$ cat config.mk
export PLATFORM = sky130hd
export DESIGN_NAME = dequant_expand_flat
export DESIGN_NICKNAME = d
export VERILOG_FILES = /design/src/rtl/dequant_pkg.sv /design/src/rtl/dequant_expand_if.sv /design/src/rtl/dequant_pipe_stage.sv /design/src/rtl/dequant_expand.sv /design/src/flat_wrapper.sv
export SDC_FILE = /design/constraint.sdc
export NUM_CORES = 1
export LEC_CHECK = 0
export CAP_MARGIN = 20
export CORE_MARGIN = 2
export CORE_UTILIZATION = 41
export DETAILED_ROUTE_END_ITERATION = 16
export PLACE_DENSITY = 0.69
export SETUP_SLACK_MARGIN = 0.3
export SYNTH_ARGS = -nofsm -noshare
export SYNTH_HDL_FRONTEND = slang
export SYNTH_SLANG_ARGS = --single-unit
$ cat constraint.sdc
create_clock -name clk -period 4.8 [get_ports clk]
set_input_delay 0.72 -clock clk [delete_from_list [all_inputs] [get_ports clk]]
set_output_delay 0.72 -clock clk [all_outputs]
set_load 0.1 [all_outputs]
$ cat src/rtl/dequant_pkg.sv
// Shared widths, payload types and the int32 saturation helper for the dequantizer.
package dequant_pkg;

  localparam int unsigned IN_W    = 8;
  localparam int unsigned DIFF_W  = 9;
  localparam int unsigned PROD_W  = 26;
  localparam int unsigned SHIFT_W = 41;
  localparam int unsigned OUT_W   = 32;
  localparam int unsigned M_W     = 16;
  localparam int unsigned L_W     = 4;
  localparam int unsigned CNT_W   = 16;

  localparam logic [OUT_W-1:0] INT32_MAX = 32'h7FFF_FFFF;
  localparam logic [OUT_W-1:0] INT32_MIN = 32'h8000_0000;

  typedef struct packed {
    logic              last;
    logic [DIFF_W-1:0] diff;
  } s1_t;

  typedef struct packed {
    logic              last;
    logic [PROD_W-1:0] prod;
  } s2_t;

  typedef struct packed {
    logic             last;
    logic             sat;
    logic [OUT_W-1:0] data;
  } s3_t;

  typedef struct packed {
    logic             sat;
    logic [OUT_W-1:0] data;
  } sat_t;

  // Fits in int32 only when bits [SHIFT_W-1:OUT_W-1] are all copies of the sign.
  function automatic sat_t saturate(input logic [SHIFT_W-1:0] w);
    sat_t                     r;
    logic [SHIFT_W-OUT_W:0]   upper;
    upper  = w[SHIFT_W-1:OUT_W-1];
    r.sat  = !((upper == '0) || (upper == '1));
    if (!r.sat)
      r.data = w[OUT_W-1:0];
    else if (w[SHIFT_W-1])
      r.data = INT32_MIN;
    else
      r.data = INT32_MAX;
    return r;
  endfunction

endpackage

$ cat src/rtl/dequant_expand_if.sv
// Valid/ready stream bundle: int8 elements in, int32 elements with frame tag out.
interface dequant_expand_if;
  import dequant_pkg::*;

  logic             in_valid;
  logic             in_ready;
  logic [IN_W-1:0]  in_data;
  logic             out_valid;
  logic             out_ready;
  logic [OUT_W-1:0] out_data;
  logic             out_last;

  modport master (
    output in_valid, in_data, out_ready,
    input  in_ready, out_valid, out_data, out_last
  );

  modport slave (
    input  in_valid, in_data, out_ready,
    output in_ready, out_valid, out_data, out_last
  );
endinterface

$ cat src/rtl/dequant_pipe_stage.sv
// Generic valid/ready register slice; loads whenever it is empty or its contents move on.
module dequant_pipe_stage #(
  parameter int unsigned W = 8
) (
  input  logic         clk,
  input  logic         rst,
  input  logic         up_valid,
  input  logic [W-1:0] up_data,
  input  logic         down_ready,
  output logic         adv_c,
  output logic         valid,
  output logic [W-1:0] data
);

  assign adv_c = !valid || down_ready;

  always_ff @(posedge clk) begin
    if (rst) begin
      valid <= 1'b0;
      data  <= '0;
    end else if (adv_c) begin
      valid <= up_valid;
      if (up_valid) data <= up_data;
    end
  end

endmodule

$ cat src/rtl/dequant_expand.sv
// Streaming int8 -> int32 dequantizer: subtract zero point, scale, shift, saturate; 3-stage pipe.
module dequant_expand
  import dequant_pkg::*;
#(
  parameter logic [M_W-1:0]       M1        = 16'd1,
  parameter logic [L_W-1:0]       L         = 4'd0,
  parameter logic signed [IN_W-1:0] ZP      = 8'sd0,
  parameter logic [CNT_W-1:0]     FRAME_LEN = 16'd64
) (
  input  logic             clk,
  input  logic             rst,
  dequant_expand_if.slave  bus,
  input  logic             sat_clr,
  output logic             sat_flag
);

  localparam int unsigned S1_W = $bits(s1_t);
  localparam int unsigned S2_W = $bits(s2_t);
  localparam int unsigned S3_W = $bits(s3_t);

  s1_t s1_in, s1_q;
  s2_t s2_in, s2_q;
  s3_t s3_in, s3_q;
  logic v1, v2, v3;
  logic adv1, adv2, adv3;
  logic [CNT_W-1:0] cnt;
  logic accept;
  logic frame_end_c;
  logic signed [SHIFT_W-1:0] ext_c;
  logic signed [SHIFT_W-1:0] shifted_c;
  sat_t sat_c;

  assign accept      = bus.in_valid && adv1;
  assign frame_end_c = (cnt == FRAME_LEN - 16'd1);

  // Frame position of the next accepted element.
  always_ff @(posedge clk) begin
    if (rst)
      cnt <= '0;
    else if (accept)
      cnt <= frame_end_c ? '0 : cnt + 16'd1;
  end

  always_comb begin
    s1_in      = '0;
    s1_in.last = frame_end_c;
    s1_in.diff = $signed({bus.in_data[IN_W-1], bus.in_data}) - $signed({ZP[IN_W-1], ZP});
  end

  always_comb begin
    s2_in      = '0;
    s2_in.last = s1_q.last;
    s2_in.prod = $signed({{(PROD_W-DIFF_W){s1_q.diff[DIFF_W-1]}}, s1_q.diff})
               * $signed({{(PROD_W-M_W){1'b0}}, M1});
  end

  // Product is well inside 26 bits, so a 15-bit shift cannot wrap in 41 bits.
  always_comb begin
    ext_c      = $signed({{(SHIFT_W-PROD_W){s2_q.prod[PROD_W-1]}}, s2_q.prod});
    shifted_c  = ext_c <<< L;
    sat_c      = saturate(shifted_c);
    s3_in      = '0;
    s3_in.last = s2_q.last;
    s3_in.sat  = sat_c.sat;
    s3_in.data = sat_c.data;
  end

  dequant_pipe_stage #(.W(S1_W)) u_st1 (
    .clk        (clk),
    .rst        (rst),
    .up_valid   (bus.in_valid),
    .up_data    (s1_in),
    .down_ready (adv2),
    .adv_c      (adv1),
    .valid      (v1),
    .data       (s1_q)
  );

  dequant_pipe_stage #(.W(S2_W)) u_st2 (
    .clk        (clk),
    .rst        (rst),
    .up_valid   (v1),
    .up_data    (s2_in),
    .down_ready (adv3),
    .adv_c      (adv2),
    .valid      (v2),
    .data       (s2_q)
  );

  dequant_pipe_stage #(.W(S3_W)) u_st3 (
    .clk        (clk),
    .rst        (rst),
    .up_valid   (v2),
    .up_data    (s3_in),
    .down_ready (bus.out_ready),
    .adv_c      (adv3),
    .valid      (v3),
    .data       (s3_q)
  );

  assign bus.in_ready  = adv1;
  assign bus.out_valid = v3;
  assign bus.out_data  = s3_q.data;
  assign bus.out_last  = s3_q.last;

  // Sticky saturation report; a saturated element leaving wins over a clear.
  always_ff @(posedge clk) begin
    if (rst)
      sat_flag <= 1'b0;
    else if (v3 && bus.out_ready && s3_q.sat)
      sat_flag <= 1'b1;
    else if (sat_clr)
      sat_flag <= 1'b0;
  end

endmodule

$ cat src/flat_wrapper.sv
// flat-port wrapper written by rule: the top's interface ports become plain ports
module dequant_expand_flat import dequant_pkg::*;
#(
  parameter logic [M_W-1:0]       M1        = 16'd1,
  parameter logic [L_W-1:0]       L         = 4'd0,
  parameter logic signed [IN_W-1:0] ZP      = 8'sd0,
  parameter logic [CNT_W-1:0]     FRAME_LEN = 16'd64
)
  (clk, rst, sat_clr, sat_flag, bus_in_valid, bus_in_data, bus_out_ready, bus_in_ready, bus_out_valid, bus_out_data, bus_out_last);
  dequant_expand_if bus_i ();
  input  logic clk;
  input  logic rst;
  input  logic sat_clr;
  output logic sat_flag;
  input wire logic [$bits(bus_i.in_valid)-1:0] bus_in_valid;
  input wire logic [$bits(bus_i.in_data)-1:0] bus_in_data;
  input wire logic [$bits(bus_i.out_ready)-1:0] bus_out_ready;
  output wire logic [$bits(bus_i.in_ready)-1:0] bus_in_ready;
  output wire logic [$bits(bus_i.out_valid)-1:0] bus_out_valid;
  output wire logic [$bits(bus_i.out_data)-1:0] bus_out_data;
  output wire logic [$bits(bus_i.out_last)-1:0] bus_out_last;
  assign bus_i.in_valid = bus_in_valid;
  assign bus_i.in_data = bus_in_data;
  assign bus_i.out_ready = bus_out_ready;
  assign bus_in_ready = bus_i.in_ready;
  assign bus_out_valid = bus_i.out_valid;
  assign bus_out_data = bus_i.out_data;
  assign bus_out_last = bus_i.out_last;
  dequant_expand #(.M1(M1), .L(L), .ZP(ZP), .FRAME_LEN(FRAME_LEN)) u_core (.clk(clk), .rst(rst), .bus(bus_i), .sat_clr(sat_clr), .sat_flag(sat_flag));
endmodule
Word-level counts from Yosys, hierarchy flattened
Cells that the tools add are included.
{ "totals": {"elab_cells": 32, "reg_bits": 91} }
{ "classes": {"n_mux": 5, "addsub": 1, "reduce_logical": 16, "eq_ne": 2} }
{ "ops": {"columns": ["cell", "n"], "rows": [
  ["$mux W32", 2],
  ["$add A16 B1 Y16 const B", 1],
  ["$eq A16 B6 Y1 const B", 1],
  ["$mux W16", 1],
  ["$eq A10 B10 Y1 const B", 1],
  ["$logic_not A10 Y1", 1],
  ["$reduce_and A2 Y1", 3],
  ["$logic_not A1 Y1", 4],
  ["$logic_or A1 B1 Y1", 4],
  ["$logic_and A1 B1 Y1", 3],
  ["$mux W1", 2],
  ["$reduce_bool A2 Y1", 1]
]} }

Longest topological paths before layout
{ "depth": {"ltp_word": 5, "mapped_depth": 7, "ltp_nobuf": 5} }

Cells and area by module
From an unflattened synthesis, not the netlist that was laid out.
{ "hier_totals": {"cells_unflattened": 431, "hier_area_um2": 4245.3} }
{ "by_module_without_submodules": {"columns": ["mod", "seq_area_each_um2", "area_each_um2", "cells_each", "n_inst"], "rows": [
  ["dequant_pipe_stage (u_core.u_st3)", 700.7, 1659.1, 160, 1],
  ["dequant_pipe_stage (u_core.u_st2)", 560.5, 1257.5, 127, 1],
  ["dequant_expand", 340.3, 824.5, 95, 1],
  ["dequant_pipe_stage (u_core.u_st1)", 220.2, 504.2, 49, 1]
]} }

Worst setup path after synthesis
OpenSTA, ideal clock, no wires.
{ "synth_path": {"path_type": "register to register", "startpoint": "register u_core.u_st3.valid", "endpoint": "register u_core.cnt[0]", "path_stages_with_launch": 8, "path_buffers": 2, "setup_slack_ns": 2.022, "arrival_ns": 2.661, "setup_ns": 0.117, "required_ns": 4.683, "path_cell_list": "dfxtp_1 > and4b_1 > buf_2 > inv_1 > nand4_1 > o21bai_1 > buf_2 > nor2_1"} }
{ "synth_between": {"elab_chain_len": 5} }
{ "synth_lines": {"columns": ["item", "line", "rtl"], "rows": [
  ["start, declared", "dequant_pipe_stage.sv:11", "output logic valid,"],
  ["start signal, assigned", "dequant_pipe_stage.sv:22", "valid <= up_valid;"],
  ["$logic_not A1 Y1", "dequant_pipe_stage.sv:15", "assign adv_c = !valid || down_ready;"],
  ["$logic_or A1 B1 Y1 (3 in a row)", "dequant_pipe_stage.sv:15", null],
  ["via bus_in_ready", "flat_wrapper.sv:18", "output wire logic [$bits(bus_i.in_ready)-1:0] bus_in_ready;"],
  ["$logic_and A1 B1 Y1", "dequant_expand.sv:33", "assign accept = bus.in_valid && adv1;"],
  ["end signal, assigned", "dequant_expand.sv:41", "cnt <= frame_end_c ? '0 : cnt + 16'd1;"],
  ["end, declared", "dequant_expand.sv:26", "logic [CNT_W-1:0] cnt;"]
]} }
The timed path passes the listed nets, and every way through them passes these cells.
A chain may end at the register's enable or synchronous reset.

==> out/qor.csv <==
stage;metric;value;unit
floorplanning;coreArea;4755;sq um
outcome;outcome;completed;
timing;finalCriticalPeriod;3.030;ns
critical_path;path_cells;clkdlybuf4s50_1;
detailed_routing;wire_per_inst;11.68;microns
floorplanning;start_util;42.68;%
grt;grt_pass1_vias;1331;
clocking;clk_pin_slew_worst_paths;0.09;ns
detailed_routing;drtIter0Drc;56;
critical_path;cp-start-kind;flip-flop;
finish;fill_cells;469;
grt;grt_max_degree;36;
synthesis;ys_ff_latch;46;
floorplanning;die_h;74.36;microns
critical_path;cp.arrival;2.31;ns
timing;tns;0;ns
detailed_routing;ant_nets;0;
timing;clock.fmax;330.1;MHz
finish;nets;259;
clocking;h-tree-depth;2;
synthesis;syn-num-nets;239;
clocking;cts_setup_buffers;0;
clocking;hold_buffers;0;
clocking;cts_sinks;46;
clocking;clk-insertion-delay-late;0.30;ns
synthesis;syn_inst;225;
clocking;cts.path.max_buffers;2;
detailed_routing;drt-total-wl;3655;microns
synthesis;synthFlopType;dfxtp_1;
detailed_routing;drc;0;
synthesis;yosysMostFrequentCell;dfxtp_1;
detailed_routing;vias_per_cell;4.802;
clocking;numCtsBuffers;5;
min_path;hold_class;reg -> reg;
grt;antenna_found_initial;0;
critical_path;slowest_stage;clkdlybuf4s50_1;
synthesis;synth_cell_types;35;
floorplanning;row_count;25;
synthesis;synth_top_area_share;45.38;%
clocking;cts-root-buf;clkbuf_8;
synthesis;synth.avg_cell_area;9.020;sq um
timing;worstMarginPinSlew;0.9752;ns
critical_path;worstPathRequired;4.08;ns
timing;whs;0.4564;ns
finish;insertedDiodeCount;0;
grt;overflow;0;
power;ir_drop;0.1788;mV
synthesis;yosys.area.top_type;dfxtp_1;
critical_path;path_delay_family;buffers and inverters;
floorplanning;dieArea;5529;sq um
finish;area_delta_synth_final;21.27;%
placed_design;numPortBuffers;46;
critical_path;path_max_fanout;26;
timing;rsz0062_at_grt;false;
detailed_routing;num_vias;1503;
synthesis;ys_seq_area_share;45.38;%
synthesis;netlist_top_cells_area;dfxtp_1 45%, buf_4 9.2%, mux2i_1 8.9%;
critical_path;critical_path_buf_inv_count;1;
timing;max-slew-margin-rel;34.78;%
clocking;cts-resized-gates;0;
synthesis;yosys_warnings;0;
floorplanning;pin_count;49;
finish;fin_util;51.76;%
detailed_routing;first_pass_iters;4;
synthesis;synth-edff-count;0;
grt;grtUsageTotal;14.26;%
timing;skew;0.006488;ns
placed_design;dp.final_hpwl;2537;microns
power;leakagePower;0.9668;nW
critical_path;critical_path.max_stage_delay;1.26;ns
flow_run;cap_violations;0;
critical_path;crit_type;reg -> out;
synthesis;async_flop_share;0;%
critical_path;critPathCaptureType;output pin;
timing;hold_viol_final;0;
timing;setup-violations-final;0;
synthesis;syn_area;2029;sq um
finish;drive_above_1_share;6.504;%
clocking;cts_tree;yes;
timing;finalCritPeriodShare;63.12;%
floorplanning;die_w;74.36;microns
power;power_density;298.7;nW/um^2
grt;grt_pass1_wl;5934;microns
placed_design;routabilityCongestion;0.8630;
synthesis;yosys-top-cells-count;46 x dfxtp_1, 40 x nor2_1, 25 x buf_4, 20 x nand2_1, 18 x mux2i_1;
timing;maxSlewViolCount;0;
==> logic make-up after synthesis <==
family	after synthesis	share of synthesized area, %
buf+inv	35	11.41
simple gates	95	23.49
mux	19	9.433
compound gates	17	4.748
flops	46	45.38
other cells	1	0.1848
fa+ha+maj	1	0.6164
xor+xnor	11	4.748
==> per-stage QoR <==
stage                     std cells  worst slack [ns]  power, mW  instance area, sq um
final                           313             1.770     0.7351                  2461
after global routing            313             1.627     0.7662                  2461
after CTS                       313             1.731     0.7436                  2461
after detailed placement        305             1.788     0.4605                  2351
after global placement          305             1.816     0.4597                  2351
after floorplan                 225             2.022     0.4443                  2029
==> layer usage <==
metal	share of wire [%]	vias to the layer above	GRT usage, %
li1	-	770	-
met1	45	684	16.71
met2	46	43	23.81
met3	6.2	6	4.607
met4	1.9	0	6.548
met5	0	-	0
==> sequential cells by signal (all words and copies together), names as in the netlist <==
| register | count |
|---|---|
| u_core.cnt | 16 |
| u_core.u_st1.data | 9 |
| u_core.u_st2.data | 9 |
| u_core.u_st3.valid | 1 |
| u_core.u_st1.valid | 1 |
| u_core.u_st2.valid | 1 |
| u_core.u_st3.data | 9 |
==> final cells by class <==
class	count	area, sq um	share of cell area, %
sequential	46	920.9	37.42
multi-input combinational	144	877.1	35.64
timing repair buffer	47	465.4	18.91
tap	67	83.83	3.406
clock buffer	6	72.57	2.949
clock inverter	2	37.54	1.525
inverter	1	3.754	0.1525
==> cells in the final DEF (no fill, tap or decap), types with 4 or more instances in the layout <==
| cell type | Yosys | layout |
|---|---|---|
| clkbuf_8 | 0 | 5 |
| nand2_1 | 20 | 20 |
| xnor2_1 | 9 | 9 |
| dfxtp_1 | 46 | 46 |
| nand4_1 | 7 | 7 |
| mux2i_1 | 18 | 18 |
| clkdlybuf4s50_1 | 0 | 45 |
| nand3_1 | 4 | 4 |
| nor4_1 | 6 | 6 |
| nor2_1 | 40 | 40 |
| a21oi_1 | 12 | 12 |
==> worst paths after layout <==
check	startpoint	end	slack, ns	cells past startpoint
max	u_core.u_st3.data[31]	bus_out_data[21]	1.77	1
min	u_core.u_st1.data[3]	u_core.u_st1.data[3]	0.46	2
max reg2reg	u_core.u_st2.valid	u_core.cnt[5]	2.68	5
min reg2reg	u_core.u_st1.data[3]	u_core.u_st1.data[3]	0.46	2
==> report_power, final <==
part | switching (mW) | internal (mW)
Sequential | 0.00539 | 0.390
Clock | 0.129 | 0.155
Combinational | 0.0345 | 0.0210
Total | 0.169 | 0.566
(Power assumes the default switching activity.)
